===== src/rtl/vls_if.sv =====
// vls_if: request, memory-port and writeback signals of the vector load/store sequencer
interface vls_if #(parameter int LANES = 8, parameter int AW = 8, parameter int DW = 32);
  logic                req_valid;
  logic                req_ready;
  logic                req_store;
  logic [AW-1:0]       req_base;
  logic [4:0]          req_vreg;
  logic [3:0]          req_vlen;
  logic [LANES*DW-1:0] req_sdata;
  logic                mem_req;
  logic                mem_we;
  logic [AW-1:0]       mem_addr;
  logic [DW-1:0]       mem_wdata;
  logic                mem_gnt;
  logic                mem_rvalid;
  logic [DW-1:0]       mem_rdata;
  logic                vwb_valid;
  logic [4:0]          vwb_addr;
  logic [LANES*DW-1:0] vwb_data;
  logic [LANES-1:0]    vwb_mask;
  logic                stall;
  logic                done;
  modport master (
    input  req_valid, req_store, req_base, req_vreg, req_vlen, req_sdata,
    input  mem_gnt, mem_rvalid, mem_rdata,
    output req_ready, mem_req, mem_we, mem_addr, mem_wdata,
    output vwb_valid, vwb_addr, vwb_data, vwb_mask, stall, done
  );
  modport slave (
    output req_valid, req_store, req_base, req_vreg, req_vlen, req_sdata,
    output mem_gnt, mem_rvalid, mem_rdata,
    input  req_ready, mem_req, mem_we, mem_addr, mem_wdata,
    input  vwb_valid, vwb_addr, vwb_data, vwb_mask, stall, done
  );
endinterface


===== src/rtl/vls_sequencer.sv =====
// vls_sequencer: issues one vector load/store as per-element SRAM accesses and writes gathered loads back
module vls_sequencer #(
  parameter int LANES = 8,
  parameter int AW    = 8,
  parameter int DW    = 32
) (
  input logic   clk,
  input logic   rst_n,
  vls_if.master bus
);
  localparam int LW = $clog2(LANES);
  typedef enum logic [2:0] {IDLE, ISSUE, WAIT, WB, DONE} state_t;
  state_t              st, nx;
  logic                store;
  logic [AW-1:0]       base;
  logic [4:0]          vreg;
  logic [3:0]          vlen, issue_cnt, rcv_cnt, cv;
  logic [LANES*DW-1:0] sdata, lbuf;
  logic [LANES-1:0]    mask;
  logic                acc, cap, issue, wb;
  assign cv    = bus.req_vlen > 4'(LANES) ? 4'(LANES) : bus.req_vlen;
  assign acc   = bus.req_valid && st == IDLE;
  assign issue = st == ISSUE;
  assign wb    = st == WB;
  assign cap   = bus.mem_rvalid && (issue || st == WAIT) && !store && rcv_cnt < vlen;
  assign mask  = LANES'(((LANES+1)'(1) << vlen) - (LANES+1)'(1));
  // state register, latched request, element counters and the load gather buffer
  always_ff @(posedge clk) begin
    if (!rst_n) begin
      st        <= IDLE;
      store     <= 1'b0;
      base      <= '0;
      vreg      <= '0;
      vlen      <= '0;
      issue_cnt <= '0;
      rcv_cnt   <= '0;
      sdata     <= '0;
      lbuf      <= '0;
    end else begin
      st <= nx;
      if (acc) begin
        store     <= bus.req_store;
        base      <= bus.req_base;
        vreg      <= bus.req_vreg;
        vlen      <= cv;
        sdata     <= bus.req_sdata;
        issue_cnt <= '0;
        rcv_cnt   <= '0;
        lbuf      <= '0;
      end else begin
        if (issue && bus.mem_gnt) issue_cnt <= issue_cnt + 4'd1;
        if (cap) begin
          lbuf[rcv_cnt[LW-1:0]*DW +: DW] <= bus.mem_rdata;
          rcv_cnt <= rcv_cnt + 4'd1;
        end
      end
    end
  end
  // next state: WB follows the cycle in which the final load element arrives
  always_comb begin
    nx = st;
    case (st)
      IDLE:    nx = !bus.req_valid ? IDLE : (cv == 4'd0 ? DONE : ISSUE);
      ISSUE:   nx = (bus.mem_gnt && issue_cnt == vlen - 4'd1) ? (store ? DONE : WAIT) : ISSUE;
      WAIT:    nx = (rcv_cnt + 4'(cap) == vlen) ? WB : WAIT;
      default: nx = IDLE;
    endcase
  end
  assign bus.req_ready = st == IDLE;
  assign bus.stall     = st != IDLE;
  assign bus.mem_req   = issue;
  assign bus.mem_we    = issue && store;
  assign bus.mem_addr  = issue ? base + AW'(issue_cnt) : '0;
  assign bus.mem_wdata = issue ? sdata[issue_cnt[LW-1:0]*DW +: DW] : '0;
  assign bus.vwb_valid = wb;
  assign bus.vwb_addr  = wb ? vreg : '0;
  assign bus.vwb_data  = wb ? lbuf : '0;
  assign bus.vwb_mask  = wb ? mask : '0;
  assign bus.done      = wb || st == DONE;
endmodule


===== src/flat_wrapper.sv =====
// flat-port wrapper written by rule: the top's interface ports become plain ports
module vls_sequencer_flat 
#(
  parameter int LANES = 8,
  parameter int AW    = 8,
  parameter int DW    = 32
)
  (clk, rst_n, bus_req_valid, bus_req_store, bus_req_base, bus_req_vreg, bus_req_vlen, bus_req_sdata, bus_mem_gnt, bus_mem_rvalid, bus_mem_rdata, bus_req_ready, bus_mem_req, bus_mem_we, bus_mem_addr, bus_mem_wdata, bus_vwb_valid, bus_vwb_addr, bus_vwb_data, bus_vwb_mask, bus_stall, bus_done);
  vls_if #(.LANES(LANES), .AW(AW), .DW(DW)) bus_i ();
  input logic clk;
  input logic rst_n;
  input wire logic [$bits(bus_i.req_valid)-1:0] bus_req_valid;
  input wire logic [$bits(bus_i.req_store)-1:0] bus_req_store;
  input wire logic [$bits(bus_i.req_base)-1:0] bus_req_base;
  input wire logic [$bits(bus_i.req_vreg)-1:0] bus_req_vreg;
  input wire logic [$bits(bus_i.req_vlen)-1:0] bus_req_vlen;
  input wire logic [$bits(bus_i.req_sdata)-1:0] bus_req_sdata;
  input wire logic [$bits(bus_i.mem_gnt)-1:0] bus_mem_gnt;
  input wire logic [$bits(bus_i.mem_rvalid)-1:0] bus_mem_rvalid;
  input wire logic [$bits(bus_i.mem_rdata)-1:0] bus_mem_rdata;
  output wire logic [$bits(bus_i.req_ready)-1:0] bus_req_ready;
  output wire logic [$bits(bus_i.mem_req)-1:0] bus_mem_req;
  output wire logic [$bits(bus_i.mem_we)-1:0] bus_mem_we;
  output wire logic [$bits(bus_i.mem_addr)-1:0] bus_mem_addr;
  output wire logic [$bits(bus_i.mem_wdata)-1:0] bus_mem_wdata;
  output wire logic [$bits(bus_i.vwb_valid)-1:0] bus_vwb_valid;
  output wire logic [$bits(bus_i.vwb_addr)-1:0] bus_vwb_addr;
  output wire logic [$bits(bus_i.vwb_data)-1:0] bus_vwb_data;
  output wire logic [$bits(bus_i.vwb_mask)-1:0] bus_vwb_mask;
  output wire logic [$bits(bus_i.stall)-1:0] bus_stall;
  output wire logic [$bits(bus_i.done)-1:0] bus_done;
  assign bus_i.req_valid = bus_req_valid;
  assign bus_i.req_store = bus_req_store;
  assign bus_i.req_base = bus_req_base;
  assign bus_i.req_vreg = bus_req_vreg;
  assign bus_i.req_vlen = bus_req_vlen;
  assign bus_i.req_sdata = bus_req_sdata;
  assign bus_i.mem_gnt = bus_mem_gnt;
  assign bus_i.mem_rvalid = bus_mem_rvalid;
  assign bus_i.mem_rdata = bus_mem_rdata;
  assign bus_req_ready = bus_i.req_ready;
  assign bus_mem_req = bus_i.mem_req;
  assign bus_mem_we = bus_i.mem_we;
  assign bus_mem_addr = bus_i.mem_addr;
  assign bus_mem_wdata = bus_i.mem_wdata;
  assign bus_vwb_valid = bus_i.vwb_valid;
  assign bus_vwb_addr = bus_i.vwb_addr;
  assign bus_vwb_data = bus_i.vwb_data;
  assign bus_vwb_mask = bus_i.vwb_mask;
  assign bus_stall = bus_i.stall;
  assign bus_done = bus_i.done;
  vls_sequencer #(.LANES(LANES), .AW(AW), .DW(DW)) u_core (.clk(clk), .rst_n(rst_n), .bus(bus_i));
endmodule

===== config.mk =====
export PLATFORM = sky130hd
export DESIGN_NAME = vls_sequencer_flat
export DESIGN_NICKNAME = d
export VERILOG_FILES = /design/src/rtl/vls_if.sv /design/src/rtl/vls_sequencer.sv /design/src/flat_wrapper.sv
export SDC_FILE = /design/constraint.sdc
export NUM_CORES = 1
export LEC_CHECK = 0
export CAP_MARGIN = 25
export CORE_AREA = 2 2 247 249
export CTS_BUF_LIST = sky130_fd_sc_hd__clkbuf_16
export CTS_CLUSTER_SIZE = 10
export DETAILED_ROUTE_END_ITERATION = 6
export DIE_AREA = 0 0 249 251
export PLACE_DENSITY_LB_ADDON = 0.3
export SYNTH_ARGS = -nofsm -noshare
export SYNTH_HDL_FRONTEND = slang
export SYNTH_SLANG_ARGS = --single-unit

===== constraint.sdc =====
create_clock -name clk -period 3.36 [get_ports clk]
set_input_delay 0.504 -clock clk [delete_from_list [all_inputs] [get_ports clk]]
set_output_delay 0.504 -clock clk [all_outputs]
set_load 0.05 [all_outputs]

# [Word level (Yosys, flattened, before mapping)]
# Cells that the tools add are included.
[op_classes] n_addsub=7 n_lt_le_gt_ge=2 eq_ne=6 shift=4 n_mux=13 bitwise=1 n_reduce_logical=14
[op_table] op="256-bit bitwise mux" count=1
[op_table] op="256-bit 2-to-1 mux" count=1
[op_table] op="32-bit by 34-bit variable shift with 256-bit output, first input constant" count=1
[op_table] op="256-bit by 9-bit indexed part select with 32-bit output" count=1
[op_table] op="32-bit by 34-bit indexed part select with 256-bit output" count=1
[op_table] op="8-bit negation with 34-bit output" count=1
[op_table] op="32-bit 2-to-1 mux" count=1
[op_table] op="8-bit 2-to-1 mux" count=2
[op_table] op="3-bit 2-to-1 mux" count=4
[op_table] op="3-bit case mux with 3 select lines" count=1
[op_table] op="4-bit by 1-bit adder with 4-bit output, second input constant" count=2
[op_table] op="8-bit by 4-bit adder with 8-bit output" count=1
[op_table] op="4-bit == test" count=2
[op_table] op="1-bit by 4-bit << shifter with 8-bit output, first input constant" count=1
[op_table] op="8-bit by 2-bit subtractor with 8-bit output, second input constant" count=1
[op_table] op="1-bit logical AND" count=7
[op_table] op="3-bit by 2-bit == test with 1-bit output, second input constant" count=2
[op_table] op="5-bit 2-to-1 mux" count=1
[op_table] op="4-bit by 1-bit adder with 4-bit output" count=1
[op_table] op="4-bit > comparator, second input constant" count=1
[op_table] op="4-bit logical NOT" count=1
[op_table] op="4-bit < comparator" count=1
[op_table] op="4-bit 2-to-1 mux" count=1
[op_table] op="4-bit by 1-bit subtractor with 4-bit output, second input constant" count=1
[op_table] op="9 further kinds" count=10
[word_totals] regBits=541 input_bits=311 out_inout_bits=315 word_cells=56

# [Longest topological paths before layout]
[depth] word_depth=9 depth_mapped=15 ltp_nobuf=12

# [Least setup slack after synthesis]
# OpenSTA, ideal clock, no wires.
[synth_timing] kind="register to register" startpoint="register u_core.vlen[3]" endpoint="register u_core.st[0]" setup_ns=0.074 arrival_time_ns=2.973 t_required_ns=3.286 slack_ns=0.313 path_stages_with_launch=15 path_cell_list="dfxtp_1 -> clkbuf_1 -> inv_1 -> ha_1 -> o21a_1 -> clkbuf_1 -> a21o_1 -> inv_2 -> buf_2 -> ha_1 -> ha_1 -> xor2_1 -> nor4_1 -> nand3_1 -> o21ai_0"
[synth_between] elab_chain_cells=6 elab_cells_between_ends=10
[synth_rtl] element="start, declared" line_no="vls_sequencer.sv:17" text="logic [3:0] vlen, issue_cnt, rcv_cnt, cv;"
[synth_rtl] element="start signal, assigned" line_no="vls_sequencer.sv:45" text="vlen <= cv;"
[synth_rtl] element="4-bit < comparator" line_no="vls_sequencer.sv:25" text="assign cap = bus.mem_rvalid && (issue || st == WAIT) && !store && rcv_cnt < vlen;"
[synth_rtl] element="1-bit logical AND" line_no="vls_sequencer.sv:25"
[synth_rtl] element="via u_core.cap" line_no="vls_sequencer.sv:20" text="logic acc, cap, issue, wb;"
[synth_rtl] element="4-bit by 1-bit adder with 4-bit output" line_no="vls_sequencer.sv:65" text="WAIT: nx = (rcv_cnt + 4'(cap) == vlen) ? WB : WAIT;"
[synth_rtl] element="4-bit == test" line_no="vls_sequencer.sv:65"
[synth_rtl] element="1-bit 2-to-1 mux" line_no="vls_sequencer.sv:65"
[synth_rtl] element="3-bit case mux with 3 select lines" line_no="vls_sequencer.sv:62" text="case (st)"
[synth_rtl] element="end signal, assigned" line_no="vls_sequencer.sv:40" text="st <= nx;"
[synth_rtl] element="end, declared" line_no="vls_sequencer.sv:13" text="state_t st, nx;"
# The timed path passes the listed nets, and every way through them passes these cells.
# A chain may end at the register's enable or synchronous reset.

# [Worst setup path after layout]
[layout_timing] startpoint="register u_core.issue_cnt[2]" endpoint="output port bus_mem_wdata[6]"
[layout_between] elab_chain_cells=2
[layout_rtl] element="start, declared" line_no="vls_sequencer.sv:17"
[layout_rtl] element="start signal, assigned" line_no="vls_sequencer.sv:51" text="if (issue && bus.mem_gnt) issue_cnt <= issue_cnt + 4'd1;"
[layout_rtl] element="256-bit by 9-bit indexed part select with 32-bit output" line_no="vls_sequencer.sv:74" text="assign bus.mem_wdata = issue ? sdata[issue_cnt[LW-1:0]*DW +: DW] : '0;"
[layout_rtl] element="32-bit 2-to-1 mux" line_no="vls_sequencer.sv:74"
[layout_rtl] element="end, declared" line_no="flat_wrapper.sv:25" text="output wire logic [$bits(bus_i.mem_wdata)-1:0] bus_mem_wdata;"
# No other way between the ends.

==> flow_summary.json <==
{
  "dp_cells": 4049,
  "port_buffers": 625,
  "finalCritPeriodShare_pct": 95.5,
  "initial_utilization_pct": 40.6,
  "yosysSeqAreaShare_pct": 44.6,
  "io_pins": 626,
  "crit_type": "flip-flop to output pin",
  "synth_ff_type": "dfxtp_1",
  "die_area_sq_um": 62500,
  "gp_congestion": 0.827,
  "ys_types": 49,
  "clkTransAtPathRegs_ns": 0.06,
  "coreArea_sq_um": 59800,
  "hold_violations": 0,
  "slowest_stage": "clkdlybuf4s50_1",
  "preCtsSetupSlack_ns": 0.353,
  "yosysWarnings": 0,
  "grt_overflow": 0,
  "vias_per_cell": 5.17,
  "drtPass1Iterations": 5,
  "grt_use_total_pct": 26.6,
  "clk_path_buf_depth": 3,
  "drv_slew": 0,
  "critPathArrivalTime_ns": 2.71,
  "wirelength_mm": 86.2,
  "rsz0062_at_grt": "no",
  "max_freq_mhz": 312,
  "cts_buffers": 66,
  "drtIter0Drc": 1499,
  "area_growth_pct": 42.3,
  "cts.sinks": 541,
  "antenna_found_initial": 19,
  "worst_setup_path_start_kind": "flip-flop",
  "crit_chain": "buf_4 -> mux2i_1 -> nor2_1 -> clkdlybuf4s50_1",
  "hp-start": "rst_n",
  "drc": 0,
  "cp_max_fo": 35,
  "dpl.hpwl_mm": 61.3,
  "syn_area_sq_um": 24300,
  "tritoncts": "done",
  "htree_levels": 3,
  "relSlewSlack_pct": 21.7,
  "synthCells": 2857,
  "wire_per_inst_um": 20.8,
  "synth_nets": 3188,
  "fin_tns_setup_ns": 0,
  "die_h_um": 251,
  "end_kind": "output pin",
  "critPathRequiredTime_ns": 2.86,
  "drive_gt1_share_pct": 12.8,
  "tightest_slew_ns": 1.17,
  "critPathMaxStageDelay_ns": 0.88,
  "power.leakage_nw": 12.9,
  "yosysTopAreaCell": "dfxtp_1",
  "synthTopCellsByCount": "nand2_1, dfxtp_1, a21boi_0",
  "ant_nets": 0,
  "cts_root_buf": "clkbuf_16",
  "finalNetCount": 3671,
  "cap_violations": 0,
  "fin_cells": 4147,
  "vias": 21445,
  "final.setup.worst_slack_ns": 0.150,
  "power_density_nw_per_um2": 427,
  "yosysMostFrequentCell": "nand2_1",
  "reg2reg_from": "u_core.vlen[1]$_SDFFE_PN0P_",
  "irDropWorstVdd_v": 0.000379,
  "finClkSkew_ns": 0.0215,
  "clock_latency_ns": 0.60,
  "outcome": "finished, final reports clean",
  "die_w_um": 249,
  "grt_pass1_wl_mm": 126,
  "ys_ff_latch": 541,
  "cts_hold_buf": 0,
  "fill_cells": 5281,
  "layout_min_cycle_time_ns": 3.21,
  "avgSynthCellArea_sq_um": 8.49,
  "hp-class": "input port to flip-flop",
  "crit_path_start": "u_core.issue_cnt[2]$_SDFFE_PP0P_",
  "synthTopCellsByArea": "dfxtp_1, nand2_1, a21boi_0",
  "async_reset_ff_share_pct": 0,
  "finalSetupViolCount": 0,
  "row_count": 90,
  "synth_edf_count": 0,
  "grt_pass1_vias": 20228,
  "yosysTopAreaCellShare_pct": 44.6,
  "grt_start_max_net_pins": 254
}
-- sequential cells by signal (all words and copies together) (netlist names) --
signal            count
u_core.base           8
u_core.lbuf         256
u_core.st             3
u_core.issue_cnt      4
u_core.vreg           5
u_core.rcv_cnt        4
u_core.sdata        256
u_core.vlen           4
u_core.store          1
-- area by class of cell --
type | count | area (sq um) | share of cell area (%)
Antenna cell | 7 | 17.5 | 0.0507
Clock buffer | 70 | 1750 | 5.07
Clock inverter | 16 | 111 | 0.322
Inverter | 12 | 71.3 | 0.206
Multi-Input combinational cell | 2050 | 12400 | 35.8
Sequential cell | 541 | 10800 | 31.4
Tap cell | 782 | 978 | 2.83
Timing Repair Buffer | 668 | 8380 | 24.3
Timing Repair inverter | 1 | 11.3 | 0.0326
-- repair_timing --
| action | 4_1_cts | 5_1_grt |
|---|---|---|
| gates cloned | 0 | 1 |
| resized for setup | 94 | 4 |
| endpoints found under the setup margin | 178 | 89 |
| buffers inserted | 3 | 0 |
-- report_power, final --
part	total, W	switching [W]	internal (W)
clock	0.00640	0.00269	0.00371
sequential	0.00677	0.000128	0.00664
combinational	0.00157	0.000870	0.000701
-- critical path, delay by kind of cell (launching register included) --
family                 cells  cell delay, ns
buffers and inverters      2            1.44
DFF                        1            0.36
muxes                      1            0.15
and+or+nand+nor            1            0.11
-- cells in the final DEF (no fill, tap or decap), types with 3 or more instances in the layout --
cell,n
xor2_1,10
nor4_1,3
nand3_1,121
a21boi_0,274
o21ai_0,46
xnor2_1,12
and2_1,265
mux4_2,64
o21ai_1,37
mux2i_1,114
nand2_1,751
diode_2,7
nand2b_1,7
buf_12,192
clkdlybuf4s50_1,313
clkbuf_16,70
ha_1,19
a21oi_1,142
dlygate4sd2_1,90
dfxtp_1,538
inv_1,17
a21o_1,6
nor2_1,133
or3_1,6
a2111oi_4,3
buf_16,3
nand3b_1,3
buf_4,68
-- kinds of logic (layout without fill, tap and decap cells) --
kind of cell / after synthesis / in the layout / share of synthesized area (%)
AOI/OAI and AO/OA: 524 / 524 / 14.2
DFF: 541 / 541 / 44.6
buffers and inverters: 266 / 767 / 4.57
xor gates and xnor gates: 23 / 23 / 0.887
adders and majority gates: 20 / 20 / 1.06
and+or+nand+nor: 1304 / 1304 / 23.9
muxes: 179 / 179 / 10.7
other: 0 / 7 / 0
-- stage by stage --
stage	hold slack (ns)	total power, W	instance area (sq um)	utilization (%)
2_1_floorplan	0.427	0.00770	24300	-
3_3_place_gp	0.433	0.00846	32600	54.6
3_5_place_dp	0.439	0.00848	32700	54.7
4_1_cts	0.250	0.0149	34500	57.7
5_1_grt	0.275	0.0153	34500	57.8
6_report	0.281	0.0147	34500	57.8
-- worst paths after layout --
check / endpoint / slack (ns) / depth (start not counted)
max: bus_mem_wdata[6] / 0.15 / 4
min: u_core.vlen[0]$_SDFFE_PN0P_ / 0.28 / 2
max reg2reg: u_core.st[0]$_SDFF_PN0_ / 0.58 / 11
min reg2reg: u_core.lbuf[120]$_SDFFE_PP0P_ / 0.45 / 2
-- per-layer routing --
layer	routed length [um]	up-vias	track usage (%)
li1	-	10400	-
met1	32400	10113	29.2
met2	43800	743	47.9
met3	6460	165	7.39
met4	3380	24	11.9
met5	162	-	0
(Power assumes the default switching activity.)
